--- config.mk ---
export PLATFORM = sky130hd
export DESIGN_NAME = vga_plot_arbiter
export DESIGN_NICKNAME = d
export VERILOG_FILES = /design/src/rtl/vga_plot_arbiter.sv
export SDC_FILE = /design/constraint.sdc
export NUM_CORES = 1
export LEC_CHECK = 0
export CORE_MARGIN = 5
export CORE_UTILIZATION = 51
export DETAILED_ROUTE_END_ITERATION = 6
export PLACE_DENSITY = 0.86
export SKIP_LAST_GASP = 1
export SYNTH_ARGS = -nofsm -noshare
export SYNTH_HDL_FRONTEND = slang
export SYNTH_SLANG_ARGS = --single-unit
--- constraint.sdc ---
create_clock -name clk -period 5 [get_ports clk]
set_clock_uncertainty 0.2 [all_clocks]
set_input_delay 1 -clock clk [delete_from_list [all_inputs] [get_ports clk]]
set_output_delay 1 -clock clk [all_outputs]
set_load 0.02 [all_outputs]
--- src/rtl/vga_plot_arbiter.sv ---
// Round-robin arbiter for the vga_adapter pixel port between two requesters,
// with a built-in full-screen clear sweep that pre-empts both requesters.
`timescale 1ns/1ps
module vga_plot_arbiter #(
  parameter int unsigned XW    = 8,
  parameter int unsigned YW    = 7,
  parameter int unsigned CW    = 3,
  parameter int unsigned X_MAX = 159,
  parameter int unsigned Y_MAX = 119
) (
  input  logic          clk,
  input  logic          rst,
  input  logic          clear_req,
  input  logic [CW-1:0] bg_colour,
  output logic          clear_busy,
  input  logic          req0_valid,
  input  logic [XW-1:0] req0_x,
  input  logic [YW-1:0] req0_y,
  input  logic [CW-1:0] req0_col,
  output logic          req0_ready,
  input  logic          req1_valid,
  input  logic [XW-1:0] req1_x,
  input  logic [YW-1:0] req1_y,
  input  logic [CW-1:0] req1_col,
  output logic          req1_ready,
  output logic [XW-1:0] x,
  output logic [YW-1:0] y,
  output logic [CW-1:0] colour,
  output logic          plot
);

  typedef enum logic {ARB = 1'b0, CLEAR = 1'b1} state_t;

  state_t        state, state_d;
  logic          last;      // 1: requester 1 was granted most recently
  logic [XW-1:0] cx;
  logic [YW-1:0] cy;
  logic [CW-1:0] bg;
  logic          grant0, grant1;
  logic [XW-1:0] win_x;
  logic [YW-1:0] win_y;
  logic [CW-1:0] win_col;
  logic          in_range;
  logic          sweep_end;

  assign sweep_end = (cx == XW'(X_MAX)) && (cy == YW'(Y_MAX));

  // Next state and grant decode
  always_comb begin
    state_d = state;
    grant0  = 1'b0;
    grant1  = 1'b0;
    case (state)
      ARB: begin
        if (clear_req) begin
          state_d = CLEAR;
        end else if (req0_valid && req1_valid) begin
          grant0 = last;
          grant1 = ~last;
        end else begin
          grant0 = req0_valid;
          grant1 = req1_valid;
        end
      end
      CLEAR: begin
        if (sweep_end) state_d = ARB;
      end
      default: state_d = ARB;
    endcase
  end

  assign win_x    = grant1 ? req1_x   : req0_x;
  assign win_y    = grant1 ? req1_y   : req0_y;
  assign win_col  = grant1 ? req1_col : req0_col;
  assign in_range = (win_x <= XW'(X_MAX)) && (win_y <= YW'(Y_MAX));

  // Readies are held low throughout reset, whatever the valids do
  assign req0_ready = grant0 & rst;
  assign req1_ready = grant1 & rst;
  assign clear_busy = (state == CLEAR);

  always_ff @(posedge clk or negedge rst) begin
    if (!rst) begin
      state  <= ARB;
      last   <= 1'b1;
      cx     <= '0;
      cy     <= '0;
      bg     <= '0;
      x      <= '0;
      y      <= '0;
      colour <= '0;
      plot   <= 1'b0;
    end else begin
      state <= state_d;
      plot  <= 1'b0;
      case (state)
        ARB: begin
          if (clear_req) begin
            cx <= '0;
            cy <= '0;
            bg <= bg_colour;
          end else if (grant0 || grant1) begin
            last <= grant1;
            if (in_range) begin
              x      <= win_x;
              y      <= win_y;
              colour <= win_col;
              plot   <= 1'b1;
            end
          end
        end
        CLEAR: begin
          x      <= cx;
          y      <= cy;
          colour <= bg;
          plot   <= 1'b1;
          if (cx == XW'(X_MAX)) begin
            cx <= '0;
            cy <= cy + YW'(1);
          end else begin
            cx <= cx + XW'(1);
          end
        end
        default: ;
      endcase
    end
  end

endmodule

# [Yosys cells after proc, flatten, opt, wreduce, memory -nomap -nowiden]
# Index checks and enable logic that the tools add are counted.
[word_totals] output_inout_bits=22 reg_bits=39 in_bits=44 memories=0 word_cells=67 latch_bits=0 mem_bits_rw=0 rom_bits=0
[classes] n_div=0 n_mux=34 reduce_logical=8 addsub=2 n_bitwise=5 eq_ne=7 mul=0 shifts=0 order_cmp=2
[op_table] cell="$mux W8" count=6
[op_table] cell="$mux W7" count=6
[op_table] cell="$pmux W8 S2" count=2
[op_table] cell="$pmux W7 S2" count=2
[op_table] cell="$mux W3" count=4
[op_table] cell="$mux W1" count=11
[op_table] cell="$add A8 B1 Y8 const B" count=1
[op_table] cell="$eq A8 B8 Y1 const B" count=1
[op_table] cell="$le A8 B8 Y1 const B" count=1
[op_table] cell="$ne A2 B2 Y1 const B" count=4
[op_table] cell="$add A7 B1 Y7 const B" count=1
[op_table] cell="$eq A7 B7 Y1 const B" count=1
[op_table] cell="$le A7 B7 Y1 const B" count=1
[op_table] cell="$pmux W3 S2" count=1
[op_table] cell="$reduce_and A3 Y1" count=2
[op_table] cell="$pmux W1 S2" count=2
[op_table] cell="$reduce_and A2 Y1" count=2
[op_table] cell="$logic_and A1 B1 Y1" count=3
[op_table] cell="$not A1 Y1" count=3
[op_table] cell="$and A1 B1 Y1" count=2
[op_table] cell="$ne A2 B1 Y1 const B" count=1
[op_table] cell="$logic_or A1 B1 Y1" count=1

# [Depth between registers and ports, before layout]
# Gate-level depths: netlist (run 1).
[logic_depth] ltp_word=11 depth_mapped=6 ltp_nobuf=5

# [Least setup slack after synthesis (run 1)]
# OpenSTA, ideal clock, no wires.
[synth_path] kind="input to output" start="in clear_req" end="out req0_ready" n_path_buf=1 path_stages=3 required_time_ns=3.800 slack_ns=2.129 arrival_ns=1.671 path_cell_list="buf_6 > nor2_1 > o2111a_1"
[synth_between] elab_chain_len=3
[synth_rtl] element="start: declaration" line_no="13" rtl="input logic clear_req,"
[synth_rtl] element="$mux W1" line_no="55" rtl="if (clear_req) begin"
[synth_rtl] element="$mux W1" line_no="53" rtl="case (state)"
[synth_rtl] element="$and A1 B1 Y1" line_no="78" rtl="assign req0_ready = grant0 & rst;"
[synth_rtl] element="end: declaration" line_no="20" rtl="output logic req0_ready,"
# Every way passes these cells.

# [Worst setup path after layout (run 1)]
# Same ends and word-level chain as after synthesis.

==> results.cfg, run 1 <==
[floorplanning]
rows = 24
io_pins = 66
initial_core_util = 0.515
die_w_um = 75.9
coreArea_sq_um = 4290
die_y_um = 75.9
die-area_sq_um = 5750

[route]
drtIter0Drc = 145
drtAntennaViolNets = 0
first_pass_iters = 4
wire_per_inst_um = 17.0
dr_total_vias = 1820
wl_mm = 5.43
drc = 0
viasPerCell = 5.71

[critical_path]
critPathLaunchType = input port
crit_path_top_delay_cell = clkdlybuf4s50_1
r2r-start = clear_busy
path_max_fanout = 9
ff2ff_path_depth = 4
crit_chain = clkdlybuf4s50_1 -> nor2_1 -> o2111a_1 -> clkdlybuf4s50_1
r2r_end = x[5]
endpoint = req0_ready
crit_arrival_ns = 2.85
cp-startpoint = clear_req
cp_slowest_stage_delay_ns = 0.62
critical_path_class = input port to output pin
cp_common_cell = clkdlybuf4s50_1
r2r_setup_slack_ns = 2.45
required_ns = 3.80
endpoint_kind = output pin

[cts]
cts_tree = done
htree_levels = 2
cts.reportedPaths.clkPinSlew_ns = 0.07
cts_hold_buffers = 0
numCtsBuffers = 5
clk_latency_ns = 0.30
postCtsSetupBuffers = 0
clock_path_buffers = 2
cts_resized = 0
cts.sinks = 39
cts-root-buf = clkbuf_8

[grt]
grt_max_degree = 31
overflow = 0
grt_pass1_vias = 1776
antenna_found_initial = 0
gr-usage-all-layers = 0.206
grt_pass1_wl_mm = 8.84

[synth]
synthArstFlopShare = 1.00
ys_ff_latch = 39
syn_nets = 246
yosysTopAreaCell = dfrtp_1
synth_area_per_cell_sq_um = 11.1
syn_area_sq_um = 2210
syn_inst = 200
synthTopCellsByArea = dfrtp_1 43%, mux2i_1 19%, o311ai_2 5.1%, nand2_1 3.6%, o311ai_0 2.8%
synth_top_area_share = 0.430
synth_ff_type = dfrtp_1
ys_seq_area_frac = 0.442
synth-edff-count = 0
yosysWarnings = 0
ys_types = 41

[final_layout]
drive_gt1_frac = 0.101
fin_cells = 319
n_antenna_cell = 0
layout_common_cells = 64 x clkdlybuf4s50_1, 41 x mux2i_1, 38 x dfrtp_1, 21 x nand2_1, 8 x o21ai_0
layout_commonest_cell = clkdlybuf4s50_1
postLayoutCellArea_sq_um = 3000
syn2layout_area_growth_pct = 35.5
fin_nets = 312
final_util = 0.698

[sta]
drv_slew = 0
timing.final.ws_setup_ns = 0.948
rsz0062_at_grt = false
tns_ns = 0
finalHoldViolations = 0
timing.final.crit_share = 0.810
max_freq_mhz = 247
tightestPinTransition_ns = 0.708
fin_crit_ns = 4.05
setup_viol = 0
slew_headroom = 0.528

[placed_design]
place_area_sq_um = 2900
io_buffer_count = 65
pre_cts_slack_ns = 0.989
hpwl_mm = 4.04
place_inst = 311
gp_congestion = 0.817

[job]
drv_cap = 0

[worst_hold_path]
min_path_type = flop to flop
hold_depth = 1

[power]
leakagePower_nw = 1.38
peakVddDrop_mv = 0.212
p_per_area_nw_per_um2 = 413

[run_status]
outcome = completed
==> worst min-delay path by stage <==
| stage | from | end | slack, ns |
|---|---|---|---|
| floorplan | bg[0] | bg[0] | 0.28 |
| global placement | bg[0] | bg[0] | 0.29 |
| detailed placement | bg[0] | bg[0] | 0.30 |
| CTS | bg[0] | bg[0] | 0.32 |
| global route | bg[1] | bg[1] | 0.35 |
| finish | bg[1] | bg[1] | 0.32 |
==> per-layer routing <==
layer,GRT usage,up-vias,routed length (um)
met5,0,-,0
met2,0.318,36,2710
li1,-,898,-
met1,0.283,879,2410
met4,0.0563,0,54
met3,0.0567,7,249
==> metrics by stage <==
stage | hold slack (ns) | total power [mW]
finish | 0.318 | 1.24
global route | 0.346 | 1.31
CTS | 0.316 | 1.25
detailed placement | 0.300 | 1.01
global placement | 0.291 | 0.990
floorplan | 0.280 | 0.785
==> synthesized netlist by cell type, drive strengths merged, types with 4 or more instances <==
library cell and count:
o21ai 9, and3 5, buf 6, mux2 4, nand2 22, nand3 6
inv 5, o311ai 14, nor2 4, mux2i 41, o22ai 5, dfrtp 38
==> cell families (layout without fill, tap and decap cells) <==
family                   Yosys count  after routing  share of synthesized area
multiplexers                      45             45                      0.206
buffers and inverters             14             81                     0.0322
XOR/XNOR                           4              4                     0.0158
flip-flops                        39             39                      0.442
AO/OA/AOI/OAI                     44             44                      0.171
adder cells (fa/ha/maj)            2              2                     0.0113
AND/OR/NAND/NOR                   52             52                      0.122
==> flip-flops by register name, indices dropped and copies added, names as in the netlist <==
| signal | flops |
|---|---|
| bg | 3 |
| clear_busy | 1 |
| colour | 3 |
| cx | 8 |
| cy | 7 |
| last | 1 |
| plot | 1 |
| x | 8 |
| y | 7 |
==> critical path: cells and delay by family <==
| family | cells | cell delay, ns |
|---|---|---|
| buffers and inverters | 2 | 1.21 |
| AOI/OAI and AO/OA | 1 | 0.27 |
| and+or+nand+nor | 1 | 0.37 |
==> cell type report <==
class | instances | area (sq um)
clock buffer | 8 | 100
fill | 333 | 1300
inverter | 5 | 18.8
multi-input combinational | 147 | 1170
sequential | 39 | 977
tap | 52 | 65.1
timing repair buffer | 68 | 668
==> report_power, final <==
group          internal (mW)  switching [mW]
logic                  0.244           0.212
registers              0.434           0.112
clock network          0.126           0.110
(Power assumes the default switching activity.)
==> inputs of run 2 (changes only) <==
Settings changed: CORE_UTILIZATION 51 to 47, PLACE_DENSITY 0.86 to 0.8.
Clock period 5 ns to 4 ns, I/O delays scaled along.
==> run 2 against run 1 <==
  * Sequential power is 26% higher
  * Critical path depth unchanged
  * Via count grew 2.5%
  * Largest cell class unchanged
  * Wire length increased by 3.7%
  * Cell count is 0.94% higher
  * Clock power grew 46%
  * Sequential cell count did not move
  * Final area is 0.92% higher
  * Core utilization is 4.9 points lower
  * Global-route usage is 0.75 points lower
  * Highest routed layer unchanged
  * Count of clock-buffer cells in the layout is 2 lower
  * Largest power group unchanged
==> results.cfg, run 2 (synthesized netlist as in run 1, its figures left out) <==
[run_status]
outcome = completed

[critical_path]
r2r_setup_slack_ns = 1.57
cp_common_cell = clkdlybuf4s50_1
critPathLaunchType = input port
cp_slowest_stage_delay_ns = 0.60
r2r-start = clear_busy
r2r_end = x[5]
ff2ff_path_depth = 4
crit_arrival_ns = 2.54
endpoint_kind = output pin
critical_path_class = input port to output pin
path_max_fanout = 9
required_ns = 3.00
crit_chain = clkdlybuf4s50_1 -> nor3b_4 -> and3_1 -> clkdlybuf4s50_1
crit_path_top_delay_cell = clkdlybuf4s50_1

[sta]
timing.final.crit_share = 0.884
rsz0062_at_grt = false
tns_ns = 0
finalHoldViolations = 0
tightestPinTransition_ns = 0.736
fin_crit_ns = 3.54
slew_headroom = 0.509
setup_viol = 0
drv_slew = 0
max_freq_mhz = 283
whs_ns = 0.107
timing.final.ws_setup_ns = 0.462

[cts]
clock_path_buffers = 2
numCtsBuffers = 5
htree_levels = 2
cts_tree = done
cts.reportedPaths.clkPinSlew_ns = 0.07
clk_latency_ns = 0.30
cts_resized = 0
cts-root-buf = clkbuf_8
cts_hold_buffers = 0
postCtsSetupBuffers = 0
cts.sinks = 39

[floorplanning]
die_y_um = 78.6
io_pins = 66
coreArea_sq_um = 4660
die_w_um = 78.6
die-area_sq_um = 6180
rows = 25
initial_core_util = 0.475

[route]
first_pass_iters = 4
wl_mm = 5.63
dr_total_vias = 1866
drc = 0
drtIter0Drc = 165
wire_per_inst_um = 17.5
viasPerCell = 5.80
drtAntennaViolNets = 0

[job]
drv_cap = 0

[grt]
busiest_layer = met2
antenna_found_initial = 0
grt_util_met2 = 0.343
grt_pass1_vias = 1974
grt_pass1_wl_mm = 9.56
grt_max_degree = 38
gr-usage-all-layers = 0.198
use_met3 = 0.0378
overflow = 0
globalRouteMet1Util = 0.243

[final_layout]
layout_common_cells = 64 x clkdlybuf4s50_1, 41 x mux2i_1, 38 x dfrtp_1, 21 x nand2_1, 8 x o21ai_0
drive_gt1_frac = 0.108
syn2layout_area_growth_pct = 36.8
fin_nets = 313
biggestRegsByFlops = cx x8, x x8
layout_commonest_cell = clkdlybuf4s50_1
n_antenna_cell = 0

[placed_design]
hpwl_mm = 4.20
pre_cts_slack_ns = 0.458
io_buffer_count = 65
gp_congestion = 0.773

[power]
peakVddDrop_mv = 0.218
leakagePower_nw = 1.40
p_per_area_nw_per_um2 = 530

[worst_hold_path]
min_path_type = input port to asynchronous set/reset pin
run 2: final cells by class:
cell class / instances / area (sq um)
clock buffers: 6 / 82.6
clock inverters: 2 / 35.0
fillers: 380 / 1640
inverters: 5 / 18.8
multi-input cells: 147 / 1170
flip-flops and latches: 39 / 977
well taps: 54 / 67.6
repair buffers: 69 / 676
run 2: per-stage QoR:
stage | std cells | util | instance area, sq um | power, mW
6_report | 322 | 0.649 | 3030 | 1.60
5_1_grt | 322 | 0.649 | 3030 | 1.70
4_1_cts | 322 | 0.649 | 3030 | 1.61
3_5_place_dp | 314 | 0.624 | 2910 | 1.26
3_3_place_gp | 314 | 0.624 | 2910 | 1.24
2_1_floorplan | 200 | - | 2210 | 0.981
run 2: metal layers:
| layer | wire length [um] | vias to the layer above |
|---|---|---|
| met5 | 0 | - |
| met4 | 74 | 0 |
| met3 | 281 | 8 |
| met2 | 2950 | 55 |
| met1 | 2320 | 911 |
| li1 | - | 892 |
run 2: power by group:
group	total (mW)	switching (mW)	internal, mW
logic	0.570	0.265	0.304
clock network	0.344	0.142	0.202
registers	0.689	0.147	0.542
run 2: critical path: cells and delay by family:
family	cells	cell delay, ns
and+or+nand+nor	2	0.55
buffers and inverters	2	1.19
run 2: worst max-delay path by stage:
stage	start	end	slack, ns	cells after the start
finish	clear_req	req1_ready	0.46	4
CTS	clear_req	req1_ready	0.45	4
detailed placement	clear_req	req1_ready	0.46	4
global route	clear_req	req1_ready	0.38	4
floorplan	clear_req	req0_ready	1.53	3
global placement	clear_req	req1_ready	0.49	4
==> inputs of run 3 (changes only) <==
Settings changed: HOLD_SLACK_MARGIN set to 0.05.
==> results of run 3 <==
No change in the layout: final DEF, timing and power equal those of run 2.
